$ cat src/rtl/gpio_ctrl_apb_master_if.sv
// Bundle of the command, response and APB signals of gpio_ctrl_apb_master.
//   master modport : view of the APB initiator (drives req_ready, rsp_*, APB
//                    request signals; receives req_*, rsp_ready, APB replies)
//   slave modport  : view of whatever sits on the other side (command source,
//                    response sink and APB target)
interface gpio_ctrl_apb_master_if #(
  parameter int unsigned ADDR_WIDTH = 10
);
  // Command channel
  logic                  req_valid;
  logic                  req_ready;
  logic                  req_write;
  logic [ADDR_WIDTH-1:0] req_addr;
  logic [31:0]           req_wdata;
  logic [3:0]            req_strb;

  // Response channel
  logic                  rsp_valid;
  logic                  rsp_ready;
  logic [31:0]           rsp_rdata;
  logic                  rsp_err;
  logic                  rsp_timeout;

  // APB
  logic [ADDR_WIDTH-1:0] paddr;
  logic                  pwrite;
  logic                  psel;
  logic                  penable;
  logic [3:0]            pstrb;
  logic [31:0]           pwdata;
  logic [31:0]           prdata;
  logic                  pready;
  logic                  pslverr;

  modport master (
    input  req_valid, req_write, req_addr, req_wdata, req_strb,
    output req_ready,
    output rsp_valid, rsp_rdata, rsp_err, rsp_timeout,
    input  rsp_ready,
    output paddr, pwrite, psel, penable, pstrb, pwdata,
    input  prdata, pready, pslverr
  );

  modport slave (
    output req_valid, req_write, req_addr, req_wdata, req_strb,
    input  req_ready,
    input  rsp_valid, rsp_rdata, rsp_err, rsp_timeout,
    output rsp_ready,
    input  paddr, pwrite, psel, penable, pstrb, pwdata,
    output prdata, pready, pslverr
  );
endinterface

$ cat src/rtl/gpio_ctrl_apb_master.sv
// APB initiator: converts a valid/ready command stream into single APB
// transfers (one in flight) and returns read data / error / timeout on a
// valid/ready response channel.
//   clk    : clock
//   rst_n  : asynchronous active-low reset
//   bus    : gpio_ctrl_apb_master_if.master
//            req_valid/req_ready/req_write/req_addr/req_wdata/req_strb
//            rsp_valid/rsp_ready/rsp_rdata/rsp_err/rsp_timeout
//            paddr/pwrite/psel/penable/pstrb/pwdata/prdata/pready/pslverr
// All outputs are registered.
module gpio_ctrl_apb_master #(
  parameter int unsigned ADDR_WIDTH     = 10,
  parameter int unsigned TIMEOUT_CYCLES = 16
) (
  input  logic                     clk,
  input  logic                     rst_n,
  gpio_ctrl_apb_master_if.master   bus
);

  localparam int unsigned CNT_W = (TIMEOUT_CYCLES == 0) ? 1 : $clog2(TIMEOUT_CYCLES + 1);

  typedef enum logic [1:0] {
    IDLE,
    SETUP,
    ACCESS,
    RESP
  } state_t;

  state_t state_q, state_d;

  logic                  req_ready_q,   req_ready_d;
  logic                  rsp_valid_q,   rsp_valid_d;
  logic [31:0]           rsp_rdata_q,   rsp_rdata_d;
  logic                  rsp_err_q,     rsp_err_d;
  logic                  rsp_timeout_q, rsp_timeout_d;
  logic [ADDR_WIDTH-1:0] paddr_q,       paddr_d;
  logic                  pwrite_q,      pwrite_d;
  logic                  psel_q,        psel_d;
  logic                  penable_q,     penable_d;
  logic [3:0]            pstrb_q,       pstrb_d;
  logic [31:0]           pwdata_q,      pwdata_d;
  logic [CNT_W-1:0]      wait_cnt_q,    wait_cnt_d;

  logic [CNT_W-1:0]      wait_cnt_inc;
  logic                  timeout_hit;

  // Abort on the ACCESS cycle that would take the wait count to the limit;
  // pready on that same cycle is checked first and wins.
  assign wait_cnt_inc = wait_cnt_q + 1'b1;
  assign timeout_hit  = (TIMEOUT_CYCLES != 0) && (wait_cnt_inc == CNT_W'(TIMEOUT_CYCLES));

  always_ff @(posedge clk or negedge rst_n) begin
    if (!rst_n) begin
      state_q       <= IDLE;
      req_ready_q   <= 1'b1;
      rsp_valid_q   <= 1'b0;
      rsp_rdata_q   <= '0;
      rsp_err_q     <= 1'b0;
      rsp_timeout_q <= 1'b0;
      paddr_q       <= '0;
      pwrite_q      <= 1'b0;
      psel_q        <= 1'b0;
      penable_q     <= 1'b0;
      pstrb_q       <= '0;
      pwdata_q      <= '0;
      wait_cnt_q    <= '0;
    end else begin
      state_q       <= state_d;
      req_ready_q   <= req_ready_d;
      rsp_valid_q   <= rsp_valid_d;
      rsp_rdata_q   <= rsp_rdata_d;
      rsp_err_q     <= rsp_err_d;
      rsp_timeout_q <= rsp_timeout_d;
      paddr_q       <= paddr_d;
      pwrite_q      <= pwrite_d;
      psel_q        <= psel_d;
      penable_q     <= penable_d;
      pstrb_q       <= pstrb_d;
      pwdata_q      <= pwdata_d;
      wait_cnt_q    <= wait_cnt_d;
    end
  end

  always_comb begin
    state_d       = state_q;
    req_ready_d   = req_ready_q;
    rsp_valid_d   = rsp_valid_q;
    rsp_rdata_d   = rsp_rdata_q;
    rsp_err_d     = rsp_err_q;
    rsp_timeout_d = rsp_timeout_q;
    paddr_d       = paddr_q;
    pwrite_d      = pwrite_q;
    psel_d        = psel_q;
    penable_d     = penable_q;
    pstrb_d       = pstrb_q;
    pwdata_d      = pwdata_q;
    wait_cnt_d    = wait_cnt_q;

    unique case (state_q)
      IDLE: begin
        if (bus.req_valid) begin
          req_ready_d = 1'b0;
          if (bus.req_addr[1:0] != 2'b00) begin
            // Misaligned: answer with an error, never touch the APB bus.
            state_d       = RESP;
            rsp_valid_d   = 1'b1;
            rsp_rdata_d   = '0;
            rsp_err_d     = 1'b1;
            rsp_timeout_d = 1'b0;
          end else begin
            state_d    = SETUP;
            psel_d     = 1'b1;
            penable_d  = 1'b0;
            paddr_d    = bus.req_addr;
            pwrite_d   = bus.req_write;
            pwdata_d   = bus.req_wdata;
            pstrb_d    = bus.req_write ? bus.req_strb : 4'h0;
            wait_cnt_d = '0;
          end
        end
      end

      SETUP: begin
        state_d   = ACCESS;
        penable_d = 1'b1;
      end

      ACCESS: begin
        if (bus.pready) begin
          state_d       = RESP;
          psel_d        = 1'b0;
          penable_d     = 1'b0;
          rsp_valid_d   = 1'b1;
          rsp_rdata_d   = pwrite_q ? 32'h0 : bus.prdata;
          rsp_err_d     = bus.pslverr;
          rsp_timeout_d = 1'b0;
        end else if (timeout_hit) begin
          state_d       = RESP;
          psel_d        = 1'b0;
          penable_d     = 1'b0;
          rsp_valid_d   = 1'b1;
          rsp_rdata_d   = '0;
          rsp_err_d     = 1'b1;
          rsp_timeout_d = 1'b1;
        end else if (TIMEOUT_CYCLES != 0) begin
          wait_cnt_d = wait_cnt_inc;
        end
      end

      RESP: begin
        if (bus.rsp_ready) begin
          state_d     = IDLE;
          rsp_valid_d = 1'b0;
          req_ready_d = 1'b1;
        end
      end

      default: begin
        state_d = IDLE;
      end
    endcase
  end

  assign bus.req_ready   = req_ready_q;
  assign bus.rsp_valid   = rsp_valid_q;
  assign bus.rsp_rdata   = rsp_rdata_q;
  assign bus.rsp_err     = rsp_err_q;
  assign bus.rsp_timeout = rsp_timeout_q;
  assign bus.paddr       = paddr_q;
  assign bus.pwrite      = pwrite_q;
  assign bus.psel        = psel_q;
  assign bus.penable     = penable_q;
  assign bus.pstrb       = pstrb_q;
  assign bus.pwdata      = pwdata_q;

endmodule

$ cat src/flat_wrapper.sv
// flat-port wrapper written by rule: the top's interface ports become plain ports
module gpio_ctrl_apb_master_flat 
#(
  parameter int unsigned ADDR_WIDTH     = 10,
  parameter int unsigned TIMEOUT_CYCLES = 16
)
  (clk, rst_n, bus_req_valid, bus_req_write, bus_req_addr, bus_req_wdata, bus_req_strb, bus_req_ready, bus_rsp_valid, bus_rsp_rdata, bus_rsp_err, bus_rsp_timeout, bus_rsp_ready, bus_paddr, bus_pwrite, bus_psel, bus_penable, bus_pstrb, bus_pwdata, bus_prdata, bus_pready, bus_pslverr);
  gpio_ctrl_apb_master_if #(.ADDR_WIDTH(ADDR_WIDTH)) bus_i ();
  input  logic clk;
  input  logic rst_n;
  input wire logic [$bits(bus_i.req_valid)-1:0] bus_req_valid;
  input wire logic [$bits(bus_i.req_write)-1:0] bus_req_write;
  input wire logic [$bits(bus_i.req_addr)-1:0] bus_req_addr;
  input wire logic [$bits(bus_i.req_wdata)-1:0] bus_req_wdata;
  input wire logic [$bits(bus_i.req_strb)-1:0] bus_req_strb;
  output wire logic [$bits(bus_i.req_ready)-1:0] bus_req_ready;
  output wire logic [$bits(bus_i.rsp_valid)-1:0] bus_rsp_valid;
  output wire logic [$bits(bus_i.rsp_rdata)-1:0] bus_rsp_rdata;
  output wire logic [$bits(bus_i.rsp_err)-1:0] bus_rsp_err;
  output wire logic [$bits(bus_i.rsp_timeout)-1:0] bus_rsp_timeout;
  input wire logic [$bits(bus_i.rsp_ready)-1:0] bus_rsp_ready;
  output wire logic [$bits(bus_i.paddr)-1:0] bus_paddr;
  output wire logic [$bits(bus_i.pwrite)-1:0] bus_pwrite;
  output wire logic [$bits(bus_i.psel)-1:0] bus_psel;
  output wire logic [$bits(bus_i.penable)-1:0] bus_penable;
  output wire logic [$bits(bus_i.pstrb)-1:0] bus_pstrb;
  output wire logic [$bits(bus_i.pwdata)-1:0] bus_pwdata;
  input wire logic [$bits(bus_i.prdata)-1:0] bus_prdata;
  input wire logic [$bits(bus_i.pready)-1:0] bus_pready;
  input wire logic [$bits(bus_i.pslverr)-1:0] bus_pslverr;
  assign bus_i.req_valid = bus_req_valid;
  assign bus_i.req_write = bus_req_write;
  assign bus_i.req_addr = bus_req_addr;
  assign bus_i.req_wdata = bus_req_wdata;
  assign bus_i.req_strb = bus_req_strb;
  assign bus_req_ready = bus_i.req_ready;
  assign bus_rsp_valid = bus_i.rsp_valid;
  assign bus_rsp_rdata = bus_i.rsp_rdata;
  assign bus_rsp_err = bus_i.rsp_err;
  assign bus_rsp_timeout = bus_i.rsp_timeout;
  assign bus_i.rsp_ready = bus_rsp_ready;
  assign bus_paddr = bus_i.paddr;
  assign bus_pwrite = bus_i.pwrite;
  assign bus_psel = bus_i.psel;
  assign bus_penable = bus_i.penable;
  assign bus_pstrb = bus_i.pstrb;
  assign bus_pwdata = bus_i.pwdata;
  assign bus_i.prdata = bus_prdata;
  assign bus_i.pready = bus_pready;
  assign bus_i.pslverr = bus_pslverr;
  gpio_ctrl_apb_master #(.ADDR_WIDTH(ADDR_WIDTH), .TIMEOUT_CYCLES(TIMEOUT_CYCLES)) u_core (.clk(clk), .rst_n(rst_n), .bus(bus_i));
endmodule
$ cat config.mk
export PLATFORM = sky130hd
export DESIGN_NAME = gpio_ctrl_apb_master_flat
export DESIGN_NICKNAME = d
export VERILOG_FILES = /design/src/rtl/gpio_ctrl_apb_master_if.sv /design/src/rtl/gpio_ctrl_apb_master.sv /design/src/flat_wrapper.sv
export SDC_FILE = /design/constraint.sdc
export NUM_CORES = 1
export LEC_CHECK = 0
export CAP_MARGIN = 10
export CORE_MARGIN = 8
export CORE_UTILIZATION = 42
export DETAILED_ROUTE_END_ITERATION = 10
export MAX_ROUTING_LAYER = met4
export PLACE_DENSITY = 0.79
export REMOVE_ABC_BUFFERS = 1
export SLEW_MARGIN = 15
export SYNTH_ARGS = -nofsm -noshare
export SYNTH_HDL_FRONTEND = slang
export SYNTH_SLANG_ARGS = --single-unit
$ cat constraint.sdc
create_clock -name clk -period 2.5 [get_ports clk]
set_clock_uncertainty 0.05 [all_clocks]
set_input_delay 0.5 -clock clk [delete_from_list [all_inputs] [get_ports clk]]
set_output_delay 0.5 -clock clk [all_outputs]
set_load 0.02 [all_outputs]
==> impl_metrics.tcl <==
set metrics [dict create \
    placed_cell_area_um2 5557 \
    io_pins 170 \
    synth_compound_area_frac 0.1313 \
    p_leak_uw 0.002677 \
    dr.pass1.iters 5 \
    netlist.area_leader.share 0.6049 \
    slowest_stage "dfrtp_1" \
    crit-reg2reg-launch "u_core.state_q[0]$_DFFE_PN0P_" \
    ys_types 39 \
    synthXorXnorAreaFrac 0.004653 \
    dpl.cell_count 619 \
    yosys.area_share.simple 0.1805 \
    fp.dieW_um 110.7 \
    power_switching_uw 2776 \
    postSynth.asyncResetShare 1.000 \
    slew_headroom 0.5796 \
    gp_congestion 0.8404 \
    cts_buffers 9 \
    outcome "completed" \
    fmax_mhz 456.5 \
    nets 614 \
    setup_viol 0 \
    dr_total_vias 3178 \
    synth_flop_cell "dfrtp_1" \
    r2r_slack_ns 0.31 \
    hold_viol 0 \
    num_antenna_cells 0 \
    syn_to_final_growth_pct 52.64 \
    min_period_over_period 0.8763 \
    combPwrFrac 0.495 \
    peakVddDrop_uv 621.2 \
    insertion_delay_ns 0.35 \
    dp_hpwl_um 8170 \
    grtUsageMet1 0.2112 \
    cp_max_fo 32 \
    start_kind "flop" \
    intPower_uw 4186 \
    std_cell_rows 34 \
    synth_common_cells "140 x nand2_1, 91 x dfrtp_1, 34 x a22o_1" \
    cp-end-kind "flop" \
    cpPeakStageDelay_ns 0.45 \
    grt_start_max_net_pins 50 \
    min_path_type "primary input to async pin" \
    viasPerCell 5.005 \
    final_cells 635 \
    stdcell_area_um2 5747 \
    maxCapViolCount 0 \
    core_um2 8721 \
    die_height_um 110.7 \
    grt_remaining_overflow 0 \
    rsz0062_at_grt "no" \
    reg2reg_depth 7 \
    top_usage_layer "met2" \
    reg2reg_to "u_core.bus.rsp_rdata[7]$_DFFE_PN0P_" \
    met3_usage 0.06061 \
    drc 0 \
    clk_path_buf_depth 2 \
    synth_seq_cells 92 \
    switching_share 0.3987 \
    period_needed_ns 2.191 \
    p_clk_frac 0.139 \
    crit_required_ns 2.74 \
    start_util 0.4317 \
    muxShareOfSynthArea 0.008308 \
    cts_hold_buf 0 \
    yosysSeqAreaShare 0.6118 \
    synth_top_family_by_area "simple AND/OR/NAND/NOR gates" \
    grt_antenna_before_repair 0 \
    dieArea_um2 12250 \
    drtIter0Drc 114 \
    yosysMostFrequentCell "nand2_1" \
    synth_adder_area_share 0.02326 \
    met2_usage 0.2905 \
    wl_um 10720 \
    pwr-share-seq 0.366 \
    cts_setup_buffers 0 \
    place_ws_ns 0.2485 \
    h-tree-depth 3 \
    grt_pass1_vias 3448 \
    synth_edf_count 0 \
    ctsResizeCount 0 \
    worstPathArrival_ns 2.43 \
    tritoncts "done" \
    postSynthCellCount 353 \
    yosysTopAreaCell "dfrtp_1" \
    synth_area_leaders "dfrtp_1 60%, nand2_1 14%, a22o_1 7.9%" \
    synth_area_um2 3765 \
    critPathKind "flop to flop" \
    portBuffers 169 \
    ant_nets 0 \
    clock-root-buffer "clkbuf_8" \
    cts_sinks 92 \
    setup_slack_ns 0.3094 \
    drive_gt1_frac 0.06831 \
    tightest_slew_ns 0.6307 \
    p_per_area_nw_per_um2 1212 \
    final_max_slew_viol_count 0 \
    grt_pass1_wl_um 17840 \
    wire_per_inst_um 16.88 \
    postSynthAreaPerCell_um2 10.67 \
    grt_use_total 0.1824 \
    cts.clk_slew.worst_paths_ns 0.10 \
    path_buf_inv 2 \
    ys_warn_count 0 \
    critPathTopFamily "flip-flops" \
    cp_cell_sequence "inv_1 > ha_1 > nand2_2 > o21ai_4 > and4b_1 > buf_4 > a22o_1" \
]
through the flow:
step | util | total power [µW] | hold slack, ns | setup TNS (ns)
2_1_floorplan | - | 4233 | 0.1544 | -3.540
6_report | 0.6590 | 6962 | 0.1057 | 0
5_1_grt | 0.6590 | 7404 | 0.1412 | 0
3_5_place_dp | 0.6372 | 6063 | 0.4118 | 0
3_3_place_gp | 0.6372 | 5949 | 0.4069 | 0
4_1_cts | 0.6590 | 7053 | 0.1183 | 0
power groups by stage:
stage	Sequential [µW]	Clock, µW	Combinational [µW]
floorplan	3280	0	952
global placement	2550	0	3400
detailed placement	2570	0	3490
CTS	2550	999	3500
global route	2630	1070	3710
finish	2550	967	3450
cell type report:
cell class	count	area, µm²
tap	108	135.1
timing repair buffer	177	1774
fill	714	2974
clock inverter	7	66.31
multi-input combinational	236	1321
inverter	6	22.52
clock buffer	9	123.9
sequential	92	2303
metal layers:
layer  vias up  share of wire
met4         0          0.014
met1      1523           0.43
li1       1508              -
met3        12          0.078
met2       135           0.48
met5         -              0
worst reg2reg max path: stages, from the launching register on:
cell and delay [ns]:
dfrtp_1 0.45, inv_1 0.13, ha_1 0.36, nand2_2 0.15, o21ai_4 0.23, and4b_1 0.21, buf_4 0.32, a22o_1 0.22
logic make-up after synthesis:
family	Yosys count
AOI/OAI and AO/OA	63
xor gates and xnor gates	2
adders and majority gates	7
buffers and inverters	25
DFF	92
muxes	3
and+or+nand+nor	161
how the worst max path moves through the flow:
stage                                          endpoint                     startpoint  slack (ns)  cells past startpoint
global route        u_core.bus.rsp_rdata[7]$_DFFE_PN0P_  u_core.state_q[0]$_DFFE_PN0P_        0.15                      7
finish              u_core.bus.rsp_rdata[7]$_DFFE_PN0P_  u_core.state_q[0]$_DFFE_PN0P_        0.31                      7
floorplan              u_core.wait_cnt_q[3]$_DFFE_PN0P_  u_core.state_q[1]$_DFFE_PN0P_       -0.49                      6
CTS                 u_core.bus.rsp_rdata[7]$_DFFE_PN0P_  u_core.state_q[0]$_DFFE_PN0P_        0.31                      7
detailed placement  u_core.bus.rsp_rdata[6]$_DFFE_PN0P_                bus_req_addr[0]        0.25                      6
global placement    u_core.bus.rsp_rdata[4]$_DFFE_PN0P_                bus_req_addr[1]        0.30                      6
flip-flops by register name (all words and copies together) (netlist names), 2 cells and up:
| signal | count |
|---|---|
| u_core.bus.rsp_rdata | 32 |
| u_core.bus.pwdata | 32 |
| u_core.bus.pstrb | 4 |
| u_core.state_q | 2 |
| u_core.bus.paddr | 10 |
| u_core.wait_cnt_q | 5 |
layout by cell type, fill, tap and decap left out, types with 3 or more instances in the layout:
| master | netlist | final |
|---|---|---|
| a22o_1 | 34 | 34 |
| nand2_1 | 140 | 140 |
| a21oi_1 | 5 | 5 |
| o21ai_0 | 8 | 8 |
| ha_1 | 7 | 7 |
| nor2_1 | 3 | 3 |
| nand3_1 | 3 | 3 |
| buf_4 | 1 | 7 |
| dfrtp_1 | 91 | 91 |
| inv_1 | 6 | 6 |
| o21ai_1 | 7 | 7 |
| clkdlybuf4s50_1 | 0 | 168 |
| clkbuf_8 | 0 | 9 |
| inv_8 | 0 | 3 |
No activity file was read; power rests on OpenSTA's default activity.
